[src/rtl/count_cap_pkg.sv]
// Shared types and defaults for the count-bus event timestamp capture block.
package count_cap_pkg;

  typedef enum logic [1:0] {RISE, FALL, BOTH} edge_mode_e;

  localparam int CNT_W_DEFAULT = 16;

  typedef logic [CNT_W_DEFAULT-1:0] ts_t;

endpackage

[src/rtl/ts_fifo.sv]
// First-word-fall-through timestamp FIFO with push/pop arbitration and
// an overflow strobe for pushes that find no free slot.
module ts_fifo
  import count_cap_pkg::*;
#(
  parameter int CNT_W = CNT_W_DEFAULT,
  parameter int DEPTH = 4
) (
  input  logic                   clock,
  input  logic                   resetN,
  input  logic                   push,
  input  logic [CNT_W-1:0]       push_data,
  input  logic                   pop_ready,
  output logic [CNT_W-1:0]       head_data,
  output logic                   head_valid,
  output logic [$clog2(DEPTH):0] level,
  output logic                   overflow
);

  localparam int PTR_W = $clog2(DEPTH);
  localparam int LVL_W = PTR_W + 1;

  logic [CNT_W-1:0] mem_q [DEPTH];
  logic [CNT_W-1:0] mem_d [DEPTH];
  logic [PTR_W-1:0] wr_ptr_q, wr_ptr_d;
  logic [PTR_W-1:0] rd_ptr_q, rd_ptr_d;
  logic [LVL_W-1:0] level_q, level_d;
  logic             full;
  logic             pop;
  logic             push_ok;

  // A pop in the same cycle frees the head slot, so a push into a full FIFO still lands.
  assign full     = (level_q == LVL_W'(DEPTH));
  assign pop      = (level_q != '0) & pop_ready;
  assign push_ok  = push & (~full | pop);
  assign overflow = push & full & ~pop;

  always_comb begin
    mem_d    = mem_q;
    wr_ptr_d = wr_ptr_q;
    rd_ptr_d = rd_ptr_q;
    level_d  = level_q;
    if (push_ok) begin
      mem_d[wr_ptr_q] = push_data;
      wr_ptr_d        = wr_ptr_q + PTR_W'(1);
    end
    if (pop) begin
      rd_ptr_d = rd_ptr_q + PTR_W'(1);
    end
    if (push_ok & ~pop) begin
      level_d = level_q + LVL_W'(1);
    end else if (pop & ~push_ok) begin
      level_d = level_q - LVL_W'(1);
    end
  end

  always_ff @(posedge clock or negedge resetN) begin
    if (!resetN) begin
      for (int i = 0; i < DEPTH; i++) begin
        mem_q[i] <= '0;
      end
      wr_ptr_q <= '0;
      rd_ptr_q <= '0;
      level_q  <= '0;
    end else begin
      mem_q    <= mem_d;
      wr_ptr_q <= wr_ptr_d;
      rd_ptr_q <= rd_ptr_d;
      level_q  <= level_d;
    end
  end

  assign head_data  = mem_q[rd_ptr_q];
  assign head_valid = (level_q != '0);
  assign level      = level_q;

endmodule

[src/rtl/count_event_capture.sv]
// Captures the count bus on qualified edges of an asynchronous event line and
// queues the timestamps; tracks events dropped while the queue is full.
module count_event_capture
  import count_cap_pkg::*;
#(
  parameter int         CNT_W       = CNT_W_DEFAULT,
  parameter int         DEPTH       = 4,
  parameter int         SYNC_STAGES = 2,
  parameter edge_mode_e EDGE_MODE   = RISE
) (
  input  logic                   clock,
  input  logic                   resetN,
  input  logic [CNT_W-1:0]       count,
  input  logic                   event_in,
  output logic [CNT_W-1:0]       ts_data,
  output logic                   ts_valid,
  input  logic                   ts_ready,
  output logic [$clog2(DEPTH):0] level,
  output logic                   ts_lost,
  output logic [7:0]             drop_cnt,
  input  logic                   clear_lost
);

  localparam int ARM_MAX = SYNC_STAGES + 1;
  localparam int ARM_W   = $clog2(ARM_MAX + 1);

  logic [SYNC_STAGES-1:0] sync_q, sync_d;
  logic                   ev_d_q, ev_d_d;
  logic [ARM_W-1:0]       arm_q, arm_d;
  logic                   ts_lost_q, ts_lost_d;
  logic [7:0]             drop_cnt_q, drop_cnt_d;
  logic                   ev_s;
  logic                   armed;
  logic                   edge_hit;
  logic                   push;
  logic                   overflow;

  assign ev_s  = sync_q[SYNC_STAGES-1];
  assign armed = (arm_q == ARM_W'(ARM_MAX));

  // The arm counter masks detection until the synchroniser and edge history hold real samples.
  always_comb begin
    sync_d = {sync_q[SYNC_STAGES-2:0], event_in};
    ev_d_d = ev_s;
    arm_d  = armed ? arm_q : arm_q + ARM_W'(1);
  end

  always_comb begin
    case (EDGE_MODE)
      RISE:    edge_hit = ev_s & ~ev_d_q;
      FALL:    edge_hit = ~ev_s & ev_d_q;
      default: edge_hit = ev_s ^ ev_d_q;
    endcase
  end

  assign push = armed & edge_hit;

  // A drop coinciding with clear_lost restarts the tally at one instead of zero.
  always_comb begin
    ts_lost_d  = ts_lost_q;
    drop_cnt_d = drop_cnt_q;
    if (overflow) begin
      ts_lost_d = 1'b1;
      if (clear_lost) begin
        drop_cnt_d = 8'd1;
      end else if (drop_cnt_q != 8'hFF) begin
        drop_cnt_d = drop_cnt_q + 8'd1;
      end
    end else if (clear_lost) begin
      ts_lost_d  = 1'b0;
      drop_cnt_d = 8'd0;
    end
  end

  always_ff @(posedge clock or negedge resetN) begin
    if (!resetN) begin
      sync_q     <= '0;
      ev_d_q     <= 1'b0;
      arm_q      <= '0;
      ts_lost_q  <= 1'b0;
      drop_cnt_q <= 8'd0;
    end else begin
      sync_q     <= sync_d;
      ev_d_q     <= ev_d_d;
      arm_q      <= arm_d;
      ts_lost_q  <= ts_lost_d;
      drop_cnt_q <= drop_cnt_d;
    end
  end

  ts_fifo #(
    .CNT_W (CNT_W),
    .DEPTH (DEPTH)
  ) u_fifo (
    .clock      (clock),
    .resetN     (resetN),
    .push       (push),
    .push_data  (count),
    .pop_ready  (ts_ready),
    .head_data  (ts_data),
    .head_valid (ts_valid),
    .level      (level),
    .overflow   (overflow)
  );

  assign ts_lost  = ts_lost_q;
  assign drop_cnt = drop_cnt_q;

endmodule
[config.mk]
export PLATFORM = sky130hd
export DESIGN_NAME = count_event_capture
export DESIGN_NICKNAME = d
export VERILOG_FILES = /design/src/rtl/count_cap_pkg.sv /design/src/rtl/ts_fifo.sv /design/src/rtl/count_event_capture.sv
export SDC_FILE = /design/constraint.sdc
export NUM_CORES = 1
export LEC_CHECK = 0
export ABC_AREA = 1
export CAP_MARGIN = 40
export CORE_MARGIN = 3
export CORE_UTILIZATION = 30
export DETAILED_ROUTE_END_ITERATION = 8
export PLACE_DENSITY_LB_ADDON = 0.1
export SLEW_MARGIN = 20
export SYNTH_ARGS = -nofsm -noshare
export SYNTH_HDL_FRONTEND = slang
export SYNTH_SLANG_ARGS = --single-unit
[constraint.sdc]
create_clock -name clock -period 3.2 [get_ports clock]
set_clock_uncertainty 0.15 [all_clocks]
set_input_delay 0.8 -clock clock [delete_from_list [all_inputs] [get_ports clock]]
set_output_delay 0.8 -clock clock [all_outputs]
set_load 0.1 [all_outputs]
==> results of run 1 <==
## layout by cell type, fill, tap and decap left out, drive strengths merged
master and n:
nand2 165, o21ai 106, dfrtp 85, nor2 46, buf 38, inv 21
clkdlybuf4s50 19, o22ai 16, clkbuf 11, nand3 7, ha 7, xnor2 3
a21oi 3, xor2 3, clkinv 3, nand3b 2, mux2 2, bufinv 2
o21bai 1, nand4 1, fa 1
## logic make-up after synthesis
group	synth area share
simple gates	0.220
compound gates	0.163
flops	0.519
buf+inv	0.0540
fa+ha+maj	0.0262
xor+xnor	0.0128
mux	0.00549
## path summary, 6_finish.rpt
kind,start,to,cells past startpoint
setup / recovery,u_fifo.rd_ptr_q[1]$_DFFE_PN0P_,ts_data[14],4
hold / removal,sync_q[0]$_DFF_PN0_,sync_q[1]$_DFF_PN0_,0
setup reg to reg,arm_q[0]$_DFFE_PN0P_,u_fifo.level[2]$_DFFE_PN0P_,11
hold reg to reg,sync_q[0]$_DFF_PN0_,sync_q[1]$_DFF_PN0_,0
max in group asynchronous,resetN,u_fifo.mem_q[19]$_DFFE_PN0P_,2
min in group asynchronous,resetN,drop_cnt[0]$_DFFE_PN0P_,1
## per-layer routing
layer,part of all wire,routed length (um)
met2,0.45,5000
met5,0,0
met4,0.024,261
met1,0.48,5300
met3,0.049,539
## sequential cells by signal, summed over array words and instances (netlist names)
register / cells
arm_q: 2
drop_cnt: 8
ev_d_q: 1
sync_q: 2
ts_lost: 1
u_fifo.level: 3
u_fifo.mem_q: 64
u_fifo.rd_ptr_q: 2
u_fifo.wr_ptr_q: 2
## per-stage QoR
| stage | util | setup slack (ns) | hold slack [ns] |
|---|---|---|---|
| after floorplan | - | 0.276 | 0.181 |
| after global placement | 0.374 | 0.328 | 0.190 |
| after detailed placement | 0.374 | 0.309 | 0.194 |
| after CTS | 0.397 | 0.419 | 0.208 |
| after global routing | 0.397 | 0.328 | 0.216 |
| final | 0.397 | 0.458 | 0.205 |
## area by class of cell
cell class	instances	area, um^2
multi-input combinational	363	1850
clock inverter	5	75.1
tap	176	220
sequential	85	2130
inverter	21	78.8
timing repair buffer	57	688
fill	1349	8020
clock buffer	11	233
## critical path, stage by stage (launching register included)
cell and delay, ns:
dfrtp_1 0.38, inv_1 0.42, o21ai_0 0.22, o22ai_2 0.21, buf_12 0.21
==> impl_results.md, run 1 <==
* Die ar. at around 15000 um^2
* Worst skew pair latency at about 0.34 ns
* GR Layer Usage met3 at 0.0293
* TritonCTS clock tree: done
* DP HPWL at 6810 um
* Crit path max fanout at 16
* Htree depth at 3
* Post-layout min period at 2.74 ns
* Slew HR at 0.487
* Final Instance Count excl. Fillers at 718
* WL final at 11100 um
* I/O pins at 50
* Maximum number of pins on one net before global-route repair at 52
* Drt wl/cell at 15.5 um
* Max Cap Viol at 0
* Final Hold Viols at 0
* Critical path class: register to output port
* DR vias/cell at 4.77
* Sequential area share after synthesis at 0.519
* GP Congestion at 0.782
* 1st-pass router iterations at 4
* Row count at between 40 and 50
* Post-DP Area at 4970 um^2
* Iter 0 DRT Violations at 161
* Final setup viols at 0
* Fmax at 365 MHz
* Clock Tree Buf Depth at 2
* Finished layout cell area at ~5300 um^2
* Clk slew on worst S/H paths at 0.06 ns
* Post-synth top area cell: dfrtp_1
* Vias at ~3400
* Final worst path period share at 0.857
* Netlist cell types at 28
* Die Span X at 123 um
* RSZ-0062 raised after global routing: no
* Post-synthesis instance total at 492
* WP data required at between 2 and 2.5 ns
* GRT Total Usage at 0.158
* Met2 GRT Util at 0.235
* CORE AREA at 13300 um^2
* Syn avg cell area at 8.33 um^2
* Number of synthesized flops with an enable pin at 0
* Post-CTS resize count at 0
* Placed instance count at 702
* DRT antenna net count at 0
* Vias in the first global route at 3355
* Post-synthesis cell area at 4100 um^2
* Most frequent cell after synthesis: nand2_1
* Most instantiated cells after synthesis: nand2_1 (162), dfrtp_1 (85), o21ai_0 (67)
* Async set or reset register ratio after synthesis at 1.00
* First-pass GRT wire length at between 15000 and 20000 um
* Status: completed
* Post-CTS Setup Bufs at 0
* Worst Path Arrival at 1.79 ns
* Commonest register cell after synthesis: dfrtp_1
* Slew Viols, Final at 0
* Area Overhead vs Synth at 28.7%
* Worst hold path class: register to register
* Root Driver: clkbuf_16
* Antenna violations before repair at 0
* Diode count at 0
* Layout cell share with drive strength beyond 1 at 0.159
* CTS Buf Count at 9
* Post-CTS Hold Buffers at 0
* Post-synth top area share at 0.519
* Clock sink count at 85
* Main area contributors after synthesis: dfrtp_1 (52%), nand2_1 (15%), o21ai_0 (8.2%)
* R2r setup slk at 0.97 ns
* Worst Tran Pin Value at 0.769 ns
* Yosys warns at 0
* DRC Markers at 0
* Most used routing layer: met2
* Nets at 566
* Setup crit start kind: register
* Port Buf Inserts at 49
* Synthesized Nets at 521
* Initial Util at 0.308
* Die height at between 100 and 150 um
* Critical Path Sink Type: output port
* Register bit count reported by yosys at between 80 and 90
* Setup TNS Final at 0 ns
* GRT overflow at 0
* Met1 GRT Util at 0.220
Power of run 1 is not shown: default switching activity piles up to over one toggle a cycle in this logic, so the estimate is an artifact.
==> run 2, diff against run 1 <==
--- a/config.mk
+++ b/config.mk
@@ -8,7 +8,7 @@
 export ABC_AREA = 1
 export CAP_MARGIN = 40
 export CORE_MARGIN = 3
-export CORE_UTILIZATION = 30
+export CORE_UTILIZATION = 56
 export DETAILED_ROUTE_END_ITERATION = 8
 export PLACE_DENSITY_LB_ADDON = 0.1
 export SLEW_MARGIN = 20
==> run 2 against run 1 <==
- clock-buffer cell count is the same
- first-iteration DRC count increased by 45%
- critical path depth up 1
- critical endpoint is now ts_data[15]
==> impl_results.md, run 2 (same netlist as run 1, synthesis figures left out) <==
* CP max stage delay at 0.38 ns (-0.04 ns)
* Top reg by flops: u_fifo.mem_q
* Area Overhead vs Synth at 22.2%
* Htree depth at 3 (unchanged)
* DRC Markers at 0 (unchanged)
* Setup TNS Final at 0 ns (unchanged)
* GRT overflow at 0 (unchanged)
* Critical Path Sink Type: output port
* Slew Viols, Final at 0 (unchanged)
* Die height at 91.6 um (-25%)
* Drt wl/cell at 15.2 um (-1.4%)
* Root Driver: clkbuf_8
* Max Cap Viol at 0 (unchanged)
* Clock Tree Buf Depth at 2 (unchanged)
* Maximum number of pins on one net before global-route repair at 86 (+65%)
* Status: completed
* Layout cell share with drive strength beyond 1 at 0.154 (-0.00440)
* TritonCTS clock tree: done
* Worst Tran Pin Value at 0.777 ns (+0.00778 ns)
* Diode count at 0 (unchanged)
* Worst-path cell chain: inv_1 > buf_4 > o21ai_0 > o22ai_2 > buf_12
* Met1 GRT Util at 0.340 (+0.120)
* Setup crit start kind: register
* Met2 GRT Util at 0.381 (+0.146)
* GP Congestion at 0.805 (+3.0%)
* Post-CTS Hold Buffers at 0 (unchanged)
* Vias in the first global route at 3422 (+2.0%)
* Most frequent cells in the layout: nand2_1 (161), dfrtp_1 (85), o21ai_0 (67)
* Die Span X at 91.6 um (-25%)
* DRT antenna net count at 0 (unchanged)
* Critical path class: register to output port
* Final Hold Viols at 0 (unchanged)
* Most used routing layer: met2
* Crit path max fanout at 23 (+7)
* Row count at 30 (-29%)
* Clock sink count at 85 (unchanged)
* Slew HR at 0.482 (-0.00462)
* DR vias/cell at 5.54 (+16%)
* Initial Util at 0.590 (+0.282)
* Nets at 563 (-0.53%)
* Worst skew pair latency at 0.35 ns (about the same)
* Post-CTS resize count at 0 (unchanged)
* Port Buf Inserts at 49 (unchanged)
* DP HPWL at 5920 um (-13%)
* GR Layer Usage met3 at 0.0530 (+0.0237)
* Worst Path Arrival at 1.95 ns (+0.16 ns)
* Kind of cell adding the most delay to the critical path: buffers and inverters
* Total buffers and inverters traversed by the critical path at 3 (+1)
* Slowest cell on crit path: dfrtp_1
* RSZ-0062 raised after global routing: no
* Die ar. at 8380 um^2 (-44%)
* Flip-flop and latch area at 2130 um^2 (unchanged)
* 1st-pass router iterations at 5 (+1)
* GRT Total Usage at 0.246 (+0.0885)
* I/O pins at 50 (unchanged)
* Most common cell after layout, fill and taps aside: nand2_1
* Antenna violations before repair at 0 (unchanged)
* CORE AREA at 6940 um^2 (-48%)
* WL final at 9670 um (-13%)
* Vias at 3513 (+2.6%)
* Max reg flops at 64 (unchanged)
* Post-CTS Setup Bufs at 0 (unchanged)
* Fmax at 345 MHz (-5.4%)
* Post-layout min period at 2.90 ns (+0.156 ns)
* First-pass GRT wire length at 16400 um (-9.9%)
* CTS Buf Count at 9 (unchanged)
* Final setup viols at 0 (unchanged)
* Clk slew on worst S/H paths at 0.08 ns (+0.02 ns)
* Layout filler cell count at 561 (-58%)
* Iter 0 DRT Violations at 233 (+45%)
* WP data required at 2.25 ns (about the same)
* Worst hold path class: register to register
* Final worst path period share at 0.906 (+0.0489)
* Multi-input gate area at 1850 um^2 (unchanged)
==> run 2: cell type report <==
type | instances | share of cell area
Inverter | 21 | 0.0157
Clock buffer | 11 | 0.0282
Sequential cell | 85 | 0.424
Clock inverter | 4 | 0.00499
Timing Repair Buffer | 54 | 0.133
Tap cell | 96 | 0.0240
Multi-Input combinational cell | 363 | 0.370
==> run 2: per-stage QoR <==
stage	instance area, um^2	hold WS (ns)	utilization	setup WS [ns]	std cells
after floorplan	4200	0.181	-	0.276	492
after global placement	4850	0.183	0.698	0.331	619
after detailed placement	4850	0.186	0.698	0.309	619
after CTS	5010	0.205	0.722	0.300	634
after global routing	5010	0.208	0.722	0.169	634
final	5010	0.207	0.722	0.302	634
==> run 2: routing by layer <==
metal,share of wire,vias up
li1,-,1706
met3,0.077,13
met5,0,-
met4,0.013,0
met1,0.44,1679
met2,0.47,115
==> run 2: path summary, 6_finish.rpt <==
kind                                                     end  slack, ns                      startpoint  cells past startpoint
min in group asynchronous            drop_cnt[7]$_DFFE_PN0P_       0.30                          resetN                      2
max in group asynchronous       u_fifo.mem_q[63]$_DFFE_PN0P_       2.23                          resetN                      2
worst min-delay path                     sync_q[1]$_DFF_PN0_       0.21             sync_q[0]$_DFF_PN0_                      0
worst max register to register   u_fifo.level[2]$_DFFE_PN0P_       0.99            arm_q[0]$_DFFE_PN0P_                     11
worst min register to register           sync_q[1]$_DFF_PN0_       0.21             sync_q[0]$_DFF_PN0_                      0
worst max-delay path                             ts_data[15]       0.30  u_fifo.rd_ptr_q[0]$_DFFE_PN0P_                      5
Power of run 2 is left out for the same reason.
